[src/rtl/display_mode_scheduler_pkg.sv]
// Shared constants for the nixie display mode scheduler: mode codes, 6-bit tube
// character codes, blank and banner frames, FSM state encoding, timer sizing.
package display_mode_scheduler_pkg;

    // Mode codes as presented on mode_in
    localparam logic [1:0] MODE_FREE  = 2'b00;
    localparam logic [1:0] MODE_LEARN = 2'b01;
    localparam logic [1:0] MODE_PLAY  = 2'b10;
    localparam logic [1:0] MODE_UART  = 2'b11;

    // Tube character codes: digits 0-9 use 0-9, letters follow alphabetically from 10.
    // The glyph case (e.g. "r", "n", "t") is fixed by the tube segment map, not by the code.
    localparam logic [5:0] CHAR_A     = 6'd10;
    localparam logic [5:0] CHAR_E     = 6'd14;
    localparam logic [5:0] CHAR_F     = 6'd15;
    localparam logic [5:0] CHAR_L     = 6'd21;
    localparam logic [5:0] CHAR_N     = 6'd23;
    localparam logic [5:0] CHAR_P     = 6'd25;
    localparam logic [5:0] CHAR_R     = 6'd27;
    localparam logic [5:0] CHAR_T     = 6'd29;
    localparam logic [5:0] CHAR_U     = 6'd30;
    localparam logic [5:0] CHAR_Y     = 6'd34;
    localparam logic [5:0] CHAR_BLANK = 6'b111111;

    localparam logic [47:0] FRAME_BLANK = {8{CHAR_BLANK}};

    // Mode-name banners, left-justified ([47:42] is the leftmost tube)
    localparam logic [47:0] BANNER_FREE  = {CHAR_F, CHAR_R, CHAR_E, CHAR_E, {4{CHAR_BLANK}}};
    localparam logic [47:0] BANNER_LEARN = {CHAR_L, CHAR_E, CHAR_A, CHAR_R, CHAR_N,
                                            {3{CHAR_BLANK}}};
    localparam logic [47:0] BANNER_PLAY  = {CHAR_P, CHAR_L, CHAR_A, CHAR_Y, {4{CHAR_BLANK}}};
    localparam logic [47:0] BANNER_UART  = {CHAR_U, CHAR_A, CHAR_R, CHAR_T, {4{CHAR_BLANK}}};

    typedef enum logic [1:0] {
        StBanner = 2'b00,
        StLive   = 2'b01,
        StMsg    = 2'b10
    } state_e;

    function automatic logic [47:0] banner_frame(logic [1:0] mode);
        case (mode)
            MODE_LEARN: banner_frame = BANNER_LEARN;
            MODE_PLAY:  banner_frame = BANNER_PLAY;
            MODE_UART:  banner_frame = BANNER_UART;
            default:    banner_frame = BANNER_FREE;
        endcase
    endfunction

    // Timer width: at least base, and wide enough to hold (dwell - 1) for every dwell.
    function automatic int unsigned timer_width(int unsigned base, int unsigned dwell_a,
                                                int unsigned dwell_b, int unsigned dwell_c);
        int unsigned w;
        w = (base > 0) ? base : 1;
        if ($clog2(dwell_a) > w) w = $clog2(dwell_a);
        if ($clog2(dwell_b) > w) w = $clog2(dwell_b);
        if ($clog2(dwell_c) > w) w = $clog2(dwell_c);
        return w;
    endfunction

endpackage

[src/rtl/display_mode_scheduler_dwell_timer.sv]
// Dwell timer: up-counter with synchronous clear/enable and a terminal-count flag.
module display_mode_scheduler_dwell_timer #(
    parameter int unsigned Width = 8
) (
    input  logic             i_clk,
    input  logic             i_rst,
    input  logic             i_clr,
    input  logic             i_en,
    input  logic [Width-1:0] i_term,
    output logic             o_tc
);

    logic [Width-1:0] r_count;

    // Clear wins over count so every state entry starts from zero.
    always_ff @(posedge i_clk) begin
        if (i_rst || i_clr) begin
            r_count <= '0;
        end else if (i_en) begin
            r_count <= r_count + Width'(1);
        end
    end

    assign o_tc = (r_count == i_term);

endmodule

[src/rtl/display_mode_scheduler.sv]
// Display mode scheduler: picks the frame sent to the 8-digit nixie driver.
// A mode change shows a timed name banner; a msg_req/msg_ack handshake overlays a
// one-shot message frame. Define DISPLAY_MSG_BLINK_EN to blink the message in MSG.
module display_mode_scheduler
    import display_mode_scheduler_pkg::*;
#(
    parameter int unsigned CNT_W         = 27,
    parameter int unsigned BANNER_CYCLES = 100_000_000,
    parameter int unsigned MSG_CYCLES    = 200_000_000,
    parameter int unsigned BLINK_CYCLES  = 25_000_000
) (
    input  logic        sys_clk,
    input  logic        sys_rest,
    input  logic [1:0]  mode_in,
    input  logic [47:0] free_frame,
    input  logic [47:0] learn_frame,
    input  logic [47:0] play_frame,
    input  logic        msg_req,
    input  logic [47:0] msg_frame,
    output logic        msg_ack,
    output logic [47:0] frame_out,
    output logic        frame_upd,
    output logic        busy
);

    // Never narrower than needed for the longest dwell, whatever CNT_W says.
    localparam int unsigned TimerW = timer_width(CNT_W, BANNER_CYCLES, MSG_CYCLES,
                                                 BLINK_CYCLES);
    localparam logic [TimerW-1:0] BannerTerm = TimerW'(BANNER_CYCLES - 1);
    localparam logic [TimerW-1:0] MsgTerm    = TimerW'(MSG_CYCLES - 1);

    state_e      r_fsm;
    state_e      w_fsm_d;
    logic [1:0]  r_mode;
    logic [1:0]  w_mode_d;
    logic [47:0] r_msg;
    logic [47:0] w_msg_d;
    logic [47:0] r_frame_out;
    logic [47:0] w_frame_d;
    logic        r_msg_ack;
    logic        w_ack_d;
    logic        r_frame_upd;
    logic        r_busy;

    logic        w_mode_chg;
    logic        w_dwell_clr;
    logic        w_dwell_tc;
    logic [TimerW-1:0] w_dwell_term;
    logic [47:0] w_live_frame;
    logic [47:0] w_msg_shown;

    assign w_mode_chg   = (mode_in != r_mode);
    assign w_dwell_term = (r_fsm == StBanner) ? BannerTerm : MsgTerm;
    // Held clear in LIVE and on every state entry (including banner restart).
    assign w_dwell_clr  = w_mode_chg || (w_fsm_d != r_fsm) || (r_fsm == StLive);

    display_mode_scheduler_dwell_timer #(
        .Width (TimerW)
    ) u_dwell (
        .i_clk  (sys_clk),
        .i_rst  (sys_rest),
        .i_clr  (w_dwell_clr),
        .i_en   (1'b1),
        .i_term (w_dwell_term),
        .o_tc   (w_dwell_tc)
    );

`ifdef DISPLAY_MSG_BLINK_EN
    localparam logic [TimerW-1:0] BlinkTerm = TimerW'(BLINK_CYCLES - 1);

    logic w_blink_tc;
    logic r_blink_vis;

    display_mode_scheduler_dwell_timer #(
        .Width (TimerW)
    ) u_blink (
        .i_clk  (sys_clk),
        .i_rst  (sys_rest),
        .i_clr  ((r_fsm != StMsg) || w_blink_tc),
        .i_en   (1'b1),
        .i_term (BlinkTerm),
        .o_tc   (w_blink_tc)
    );

    // Blink phase: visible on MSG entry, toggles every BLINK_CYCLES while in MSG.
    always_ff @(posedge sys_clk) begin
        if (sys_rest || (r_fsm != StMsg)) begin
            r_blink_vis <= 1'b1;
        end else if (w_blink_tc) begin
            r_blink_vis <= ~r_blink_vis;
        end
    end

    assign w_msg_shown = r_blink_vis ? r_msg : FRAME_BLANK;
`else
    assign w_msg_shown = r_msg;
`endif

    // Live frame of the current mode; UART shares the FREE frame generator.
    always_comb begin
        w_live_frame = free_frame;
        case (r_mode)
            MODE_LEARN: w_live_frame = learn_frame;
            MODE_PLAY:  w_live_frame = play_frame;
            default:    w_live_frame = free_frame;
        endcase
    end

    // Next state, message latch, ack and displayed frame; mode change overrides all.
    always_comb begin
        w_fsm_d  = r_fsm;
        w_mode_d = r_mode;
        w_msg_d  = r_msg;
        w_ack_d  = 1'b0;
        case (r_fsm)
            StBanner: w_frame_d = banner_frame(r_mode);
            StLive:   w_frame_d = w_live_frame;
            StMsg:    w_frame_d = w_msg_shown;
            default:  w_frame_d = FRAME_BLANK;
        endcase
        if (w_mode_chg) begin
            w_mode_d = mode_in;
            w_fsm_d  = StBanner;
        end else begin
            case (r_fsm)
                StBanner: if (w_dwell_tc) w_fsm_d = StLive;
                StLive: begin
                    if (msg_req) begin
                        w_msg_d = msg_frame;
                        w_ack_d = 1'b1;
                        w_fsm_d = StMsg;
                    end
                end
                StMsg:    if (w_dwell_tc) w_fsm_d = StLive;
                default:  w_fsm_d = StBanner;
            endcase
        end
    end

    // State and registered outputs; reset discards any latched message.
    always_ff @(posedge sys_clk) begin
        if (sys_rest) begin
            r_fsm       <= StBanner;
            r_mode      <= mode_in;
            r_msg       <= FRAME_BLANK;
            r_frame_out <= FRAME_BLANK;
            r_msg_ack   <= 1'b0;
            r_frame_upd <= 1'b0;
            r_busy      <= 1'b1;
        end else begin
            r_fsm       <= w_fsm_d;
            r_mode      <= w_mode_d;
            r_msg       <= w_msg_d;
            r_frame_out <= w_frame_d;
            r_msg_ack   <= w_ack_d;
            r_frame_upd <= (w_frame_d != r_frame_out);
            r_busy      <= (w_fsm_d != StLive);
        end
    end

    assign frame_out = r_frame_out;
    assign frame_upd = r_frame_upd;
    assign msg_ack   = r_msg_ack;
    assign busy      = r_busy;

endmodule

[config.mk]
export PLATFORM = sky130hd
export DESIGN_NAME = display_mode_scheduler
export DESIGN_NICKNAME = d
export VERILOG_FILES = /design/src/rtl/display_mode_scheduler_pkg.sv /design/src/rtl/display_mode_scheduler_dwell_timer.sv /design/src/rtl/display_mode_scheduler.sv
export SDC_FILE = /design/constraint.sdc
export NUM_CORES = 1
export LEC_CHECK = 0
export CAP_MARGIN = 40
export CELL_PAD_IN_SITES_DETAIL_PLACEMENT = 2
export CELL_PAD_IN_SITES_GLOBAL_PLACEMENT = 2
export CORE_MARGIN = 1
export CORE_UTILIZATION = 28
export DETAILED_ROUTE_END_ITERATION = 6
export GPL_ROUTABILITY_DRIVEN = 0
export GPL_TIMING_DRIVEN = 0
export PLACE_DENSITY_LB_ADDON = 0.05
export SYNTH_ARGS = -nofsm -noshare
export SYNTH_HDL_FRONTEND = slang
export SYNTH_HIERARCHICAL = 1
export SYNTH_SLANG_ARGS = --single-unit
[constraint.sdc]
create_clock -name sys_clk -period 6.2 [get_ports sys_clk]
set_input_delay 0.62 -clock sys_clk [delete_from_list [all_inputs] [get_ports sys_clk]]
set_output_delay 0.62 -clock sys_clk [all_outputs]
set_load 0.02 [all_outputs]
Word-level counts from Yosys, hierarchy flattened
Cells that the tools add are included.
W data, S select, Z words.
{ "totals": {"regBits": 131, "input_bits": 197, "out_inout_bits": 51, "word_cells": 40} }
{ "op_classes": {"addsub": 1, "n_eq_ne": 10, "muxes": 11, "n_bitwise": 2, "reduce_logical": 8} }
{ "op_table": {"columns": ["operator", "n"], "rows": [
  ["$pmux W48 S3", 1],
  ["$pmux W47 S3", 1],
  ["$pmux W48 S2", 1],
  ["$ne A48 B48 Y1", 1],
  ["$add A28 B1 Y28 const B", 1],
  ["$eq A28 B28 Y1", 1],
  ["$mux W28", 1],
  ["$mux W2", 5],
  ["$eq A2 B2 Y1 const B", 3],
  ["$eq A2 B1 Y1 const B", 2],
  ["$ne A2 B2 Y1", 2],
  ["$pmux W2 S2", 1],
  ["$logic_or A1 B1 Y1", 3],
  ["$reduce_and A3 Y1", 1],
  ["$reduce_or A3 Y1", 1],
  ["$logic_not A2 Y1", 1],
  ["$ne A2 B1 Y1 const B", 1],
  ["$not A1 Y1", 2],
  ["$reduce_bool A2 Y1", 1],
  ["$reduce_or A2 Y1", 1],
  ["$mux W1", 1]
]} }

Longest topological paths before layout
{ "logic_depth": {"ltp_word": 10, "mapped_depth": 14, "mapped_depth_nobuf": 10} }

Hierarchy
Netlist, hierarchy kept.
{ "modules_own_cells": {"columns": ["module", "n_inst", "cells_per_inst", "area_per_inst_um2", "seq_area_each_um2"], "rows": [
  ["display_mode_scheduler", 1, 710, 5930.7, 2082.0],
  ["display_mode_scheduler_dwell_timer", 1, 191, 1630.3, 560.5]
]} }

Worst setup path before layout
Ideal clock, no wire load.
{ "synth_path": {"path_type": "register to register", "from": "register r_mode[0]", "to": "register r_frame_upd (netlist: frame_upd)", "setup_ns": 0.147, "arrival_time_ns": 2.686, "required_ns": 6.053, "setup_slack_ns": 3.367, "path_stages_with_launch": 11, "path_buffers": 1, "period_less_slack_ns": 2.833, "cell_sequence": "edfxtp_1 inv_1 ha_1 and3b_1 buf_2 a221oi_1 xnor2_1 nand3_1 or4_1 a2111oi_2 a41oi_1"} }
{ "synth_between": {"elab_chain_cells": 4, "word_cells_on_any_way": 7, "cone_classes": "4 x eq/ne; 3 x mux"} }
{ "synth_lines": {"columns": ["item", "line_no", "text"], "rows": [
  ["start, declared", "display_mode_scheduler.sv:34", "logic [1:0] r_mode;"],
  ["start signal, assigned", "display_mode_scheduler.sv:144", "r_mode <= mode_in;"],
  ["start signal, assigned", "display_mode_scheduler.sv:152", "r_mode <= w_mode_d;"],
  ["$eq A2 B2 Y1, or another cell as far along", "display_mode_scheduler_pkg.sv:41", "case (mode)"],
  ["$pmux W47 S3 or $pmux W48 S2 (tied branches)", "display_mode_scheduler_pkg.sv:41, display_mode_scheduler.sv:102", null],
  ["$pmux W48 S3 *", "display_mode_scheduler.sv:115", "case (r_fsm)"],
  ["$ne A48 B48 Y1 *", "display_mode_scheduler.sv:156", "r_frame_upd <= (w_frame_d != r_frame_out);"],
  ["end signal, assigned", "display_mode_scheduler.sv:156", null],
  ["end, declared", "display_mode_scheduler.sv:42", "logic r_frame_upd;"]
]} }
Every way passes the cells marked *; elsewhere a longest branch is shown, timed or not.
A chain may end at the register's enable or synchronous reset.

Worst setup path after layout
{ "layout_path": {"from": "register r_fsm[0]", "to": "register u_dwell.r_count[0]"} }
{ "layout_between": {"elab_chain_cells": 10, "word_cells_on_any_way": 14, "cone_classes": "4 x eq/ne; 5 x mux; 5 x reduce/logical"} }
{ "layout_lines": {"columns": ["item", "line_no", "text"], "rows": [
  ["start, declared", "display_mode_scheduler.sv:32", "state_e r_fsm;"],
  ["start signal, assigned", "display_mode_scheduler.sv:143", "r_fsm <= StBanner;"],
  ["start signal, assigned", "display_mode_scheduler.sv:151", "r_fsm <= w_fsm_d;"],
  ["$logic_not A2 Y1", "display_mode_scheduler.sv:53", "assign w_dwell_term = (r_fsm == StBanner) ? BannerTerm : MsgTerm;"],
  ["$mux W28", "display_mode_scheduler.sv:53", null],
  ["via w_dwell_term[17]", "display_mode_scheduler.sv:48", "logic [TimerW-1:0] w_dwell_term;"],
  ["$eq A28 B28 Y1", "display_mode_scheduler_dwell_timer.sv:24", "assign o_tc = (r_count == i_term);"],
  ["via w_dwell_tc", "display_mode_scheduler.sv:47", "logic w_dwell_tc;"],
  ["$mux W2", "display_mode_scheduler.sv:126, display_mode_scheduler.sv:134", null],
  ["$pmux W2 S2", "display_mode_scheduler.sv:125", "case (r_fsm)"],
  ["$mux W2", "display_mode_scheduler.sv:121", "if (w_mode_chg) begin"],
  ["$ne A2 B2 Y1", "display_mode_scheduler.sv:55", "assign w_dwell_clr = w_mode_chg || (w_fsm_d != r_fsm) || (r_fsm == StLive);"],
  ["$logic_or A1 B1 Y1 (2 in series)", "display_mode_scheduler.sv:55", null],
  ["via w_dwell_clr", "display_mode_scheduler.sv:46", "logic w_dwell_clr;"],
  ["$logic_or A1 B1 Y1", "display_mode_scheduler_dwell_timer.sv:17", "if (i_rst || i_clr) begin"],
  ["end signal, assigned", "display_mode_scheduler_dwell_timer.sv:20", "r_count <= r_count + Width'(1);"],
  ["end, declared", "display_mode_scheduler_dwell_timer.sv:13", "logic [Width-1:0] r_count;"]
]} }
The timed path passes the listed nets, and every way through them passes these cells.

==> summary.md <==
| Metric | Value |
|---|---|
| Final core occ | 42.3% |
| Hold Path Origin | u_dwell/r_count[27]$_SDFFE_PP0P_ |
| Worst r2r path cells | 14 |
| MaxCap Viol Count | 0 |
| Average via count per standard cell | 5.35 |
| Async S/R FF share, synth | 0% |
| Final cycle utilization of the critical path | 69.2% |
| Post-synth EDFFs | 2 |
| Path type of the worst min-delay path | reg2reg |
| Slew Viols, Final | 0 |
| Status | finished with violations |
| Arrival time of the worst setup path | 4.58 ns |
| Die Outline Area | 27700 um^2 |
| Pin count of the biggest net entering global routing | 17 |
| First-pass GRT wire length | 56.0 mm |
| Post-CTS setup buffer count | 0 |
| Violations in the final reports | design-rule violations |
| Most common library cell in the layout ignoring fill and taps | clkdlybuf4s50_1 |
| Initial DRC count | 438 |
| Starting density of the core | 28.8% |
| Critical path startpoint | r_fsm[0]$_SDFF_PP0_ |
| Warning count from the yosys run | 6 |
| Tmin final | 4.29 ns |
| Cell count after synthesis | 901 |
| Root buf cell | clkbuf_16 |
| Transition time at the pin with the least slew margin | 0.849 ns |
| Remaining design rule violation count | 21 |
| Antenna violations before repair | 0 |
| Total number of clock tree sinks | 131 |
| Post-CTS sizing | 0 |
| Antenna-violating nets left | 0 |
| Buffer depth of the longest clock path | 2 |
| Leakage dissipation | 4.09 nW |
| Average routed wire per standard cell | 24.4 um |
| Largest clock skew in the final design | 0.0100 ns |
| Total power after layout | 2.38 mW |
| Number of nets in the layout | 1395 |
| Register-to-register path setup slack | 1.91 ns |
| Number of clock buffers inserted by TritonCTS | 17 |
| Category of the worst setup path launch point | flop |
| Clk pin slew, worst setup/hold paths | 0.06 ns |
| Data required time at the worst endpoint | 6.49 ns |
| Share of layout cells above drive strength 1 | 8.24% |
| H-tree levels | 4 |
| Part of the Yosys area used for sequential elements | 34.9% |
| Cell area power density | 214 nW/um^2 |
| Peak supply drop | 0.180 mV |
| Synthesis-stage register bit count | 131 |
| Placed wire-length estimate after detailed placement | 29.3 mm |
| Maximum achievable frequency | 233 MHz |
| Total wire length after detailed routing | 37.5 mm |
| Mapped Avg Cell Area | 8.39 um^2 |
| CP endpoint | u_dwell/r_count[0]$_SDFFE_PP0P_ |
| Top-level I/O count | 248 |
| Cell area after synthesis | 7560 um^2 |
| Global route total overflow | 0 |
| Vias post-DR | 8225 |
| RSZ-0062 raised after global routing | false |
| Width of the chip | 166 um |
| CTS tree | built |
| Number of antenna diodes | 0 |
| Area of the placeable core | 26300 um^2 |
| Area growth syn-to-layout | 46.9% |
| Critical path fanouts, max | 10 |
| Endpoint class of the critical path | flop |
| Vias in the first global route | 9092 |
| Prevailing post-synth register cell | dfxtp_1 |
| Worst slew margin | 43.4% |
| Chip height | 166 um |
| Number of hold violations in the final report | 0 |
| Clk_lat worst skew | 0.43 ns |
| Count of input and output buffers | 247 |
| Setup TNS | 0 ns |
| Worst R2R Start | r_fsm[0]$_SDFF_PP0_ |
| Count of distinct cell types in the synthesized netlist | 71 |
| Worst reg2reg path endpoint | u_dwell/r_count[0]$_SDFFE_PP0P_ |
| Commonest cells after routing, fill and taps aside | 247 x clkdlybuf4s50_1, 129 x dfxtp_1, 67 x nor2_1 |
| # rows | 59 |
| Number of endpoints failing setup at the final stage | 0 |
| Kind of critical path | reg2reg |
| Hold buffers post-CTS | 0 |
| Total Routing Usage GR | 27.1% |
| Pre-Repair DR Iteration Count | 7 |
## sequential cells by signal (all words and copies together) (netlist names)
register,count
r_msg,48
r_mode,2
busy,1
frame_out,48
frame_upd,1
msg_ack,1
r_fsm,2
u_dwell/r_count,28
## power by group
| group | switching, mW | internal (mW) |
|---|---|---|
| sequential | 0.0233 | 0.858 |
| combinational | 0.256 | 0.231 |
| clock | 0.419 | 0.588 |
## cells by family after synthesis
kind of cell | Yosys count | share of synthesized area [%]
AOI/OAI and AO/OA | 290 | 27.4
and+or+nand+nor | 287 | 21.1
DFF | 131 | 34.9
buffers and inverters | 105 | 6.01
xor gates and xnor gates | 73 | 8.46
adders and majority gates | 8 | 1.32
muxes | 5 | 0.662
other | 2 | 0.0993
## metal layers
metal / vias up / track usage [%] / wire length (um)
met4: 0 / 11.6 / 1390
li1: 3861 / - / -
met2: 255 / 47.5 / 18300
met3: 72 / 4.48 / 1790
met5: - / 0 / 0
met1: 4037 / 32.8 / 16000
## per-stage QoR
step / hold slack [ns] / setup slack, ns / instance area (um^2) / cells
6_report: 0.511 / 1.91 / 11100 / 1536
5_1_grt: 0.558 / 1.58 / 11100 / 1536
4_1_cts: 0.511 / 1.82 / 11100 / 1536
3_5_place_dp: 0.501 / 1.84 / 10500 / 1506
3_3_place_gp: 0.482 / 1.86 / 10500 / 1506
2_1_floorplan: 0.460 / 3.37 / 7650 / 924
## worst min-delay path by stage
stage               cells past startpoint                          endpoint
finish                                  2  u_dwell/r_count[27]$_SDFFE_PP0P_
global route                            2  u_dwell/r_count[26]$_SDFFE_PP0P_
CTS                                     2  u_dwell/r_count[27]$_SDFFE_PP0P_
detailed placement                      2  u_dwell/r_count[27]$_SDFFE_PP0P_
global placement                        2  u_dwell/r_count[27]$_SDFFE_PP0P_
floorplan                               2          frame_out[38]$_SDFF_PP1_
## critical path, stage by stage, from the launching register on
cell and delay [ns]:
dfxtp_1 0.29, buf_2 0.17, inv_1 0.31, clkbuf_1 0.52
nand2_1 0.36, inv_1 0.27, xor2_1 0.10, nor4_1 0.32
nand4_1 0.14, nor4_1 0.55, or3_1 0.22, or2_2 0.12
clkbuf_8 0.17, clkbuf_1 0.50, nor2_1 0.11
## cell type report
class | count | area [um^2]
fillers | 2921 | 15200
multi-input cells | 688 | 4550
flip-flops and latches | 131 | 2640
repair buffers | 247 | 2470
clock buffers | 18 | 429
well taps | 335 | 419
plain buffers | 68 | 315
inverters | 37 | 139
clock inverters | 12 | 136
## synthesized netlist by cell type (all sizes together), types with 27 or more instances
cell    instances  area, um^2
buf            35         180
o21ai          32         160
dfxtp         129        2580
a21oi          63         315
nand2          27         101
clkbuf         33         135
xor2           33         289
nor2b          40         250
inv            37         139
a211o          50         438
a22oi          46         345
or2            35         219
xnor2          40         350
nor2           67         251
Power figures use the tool's default switching activity.
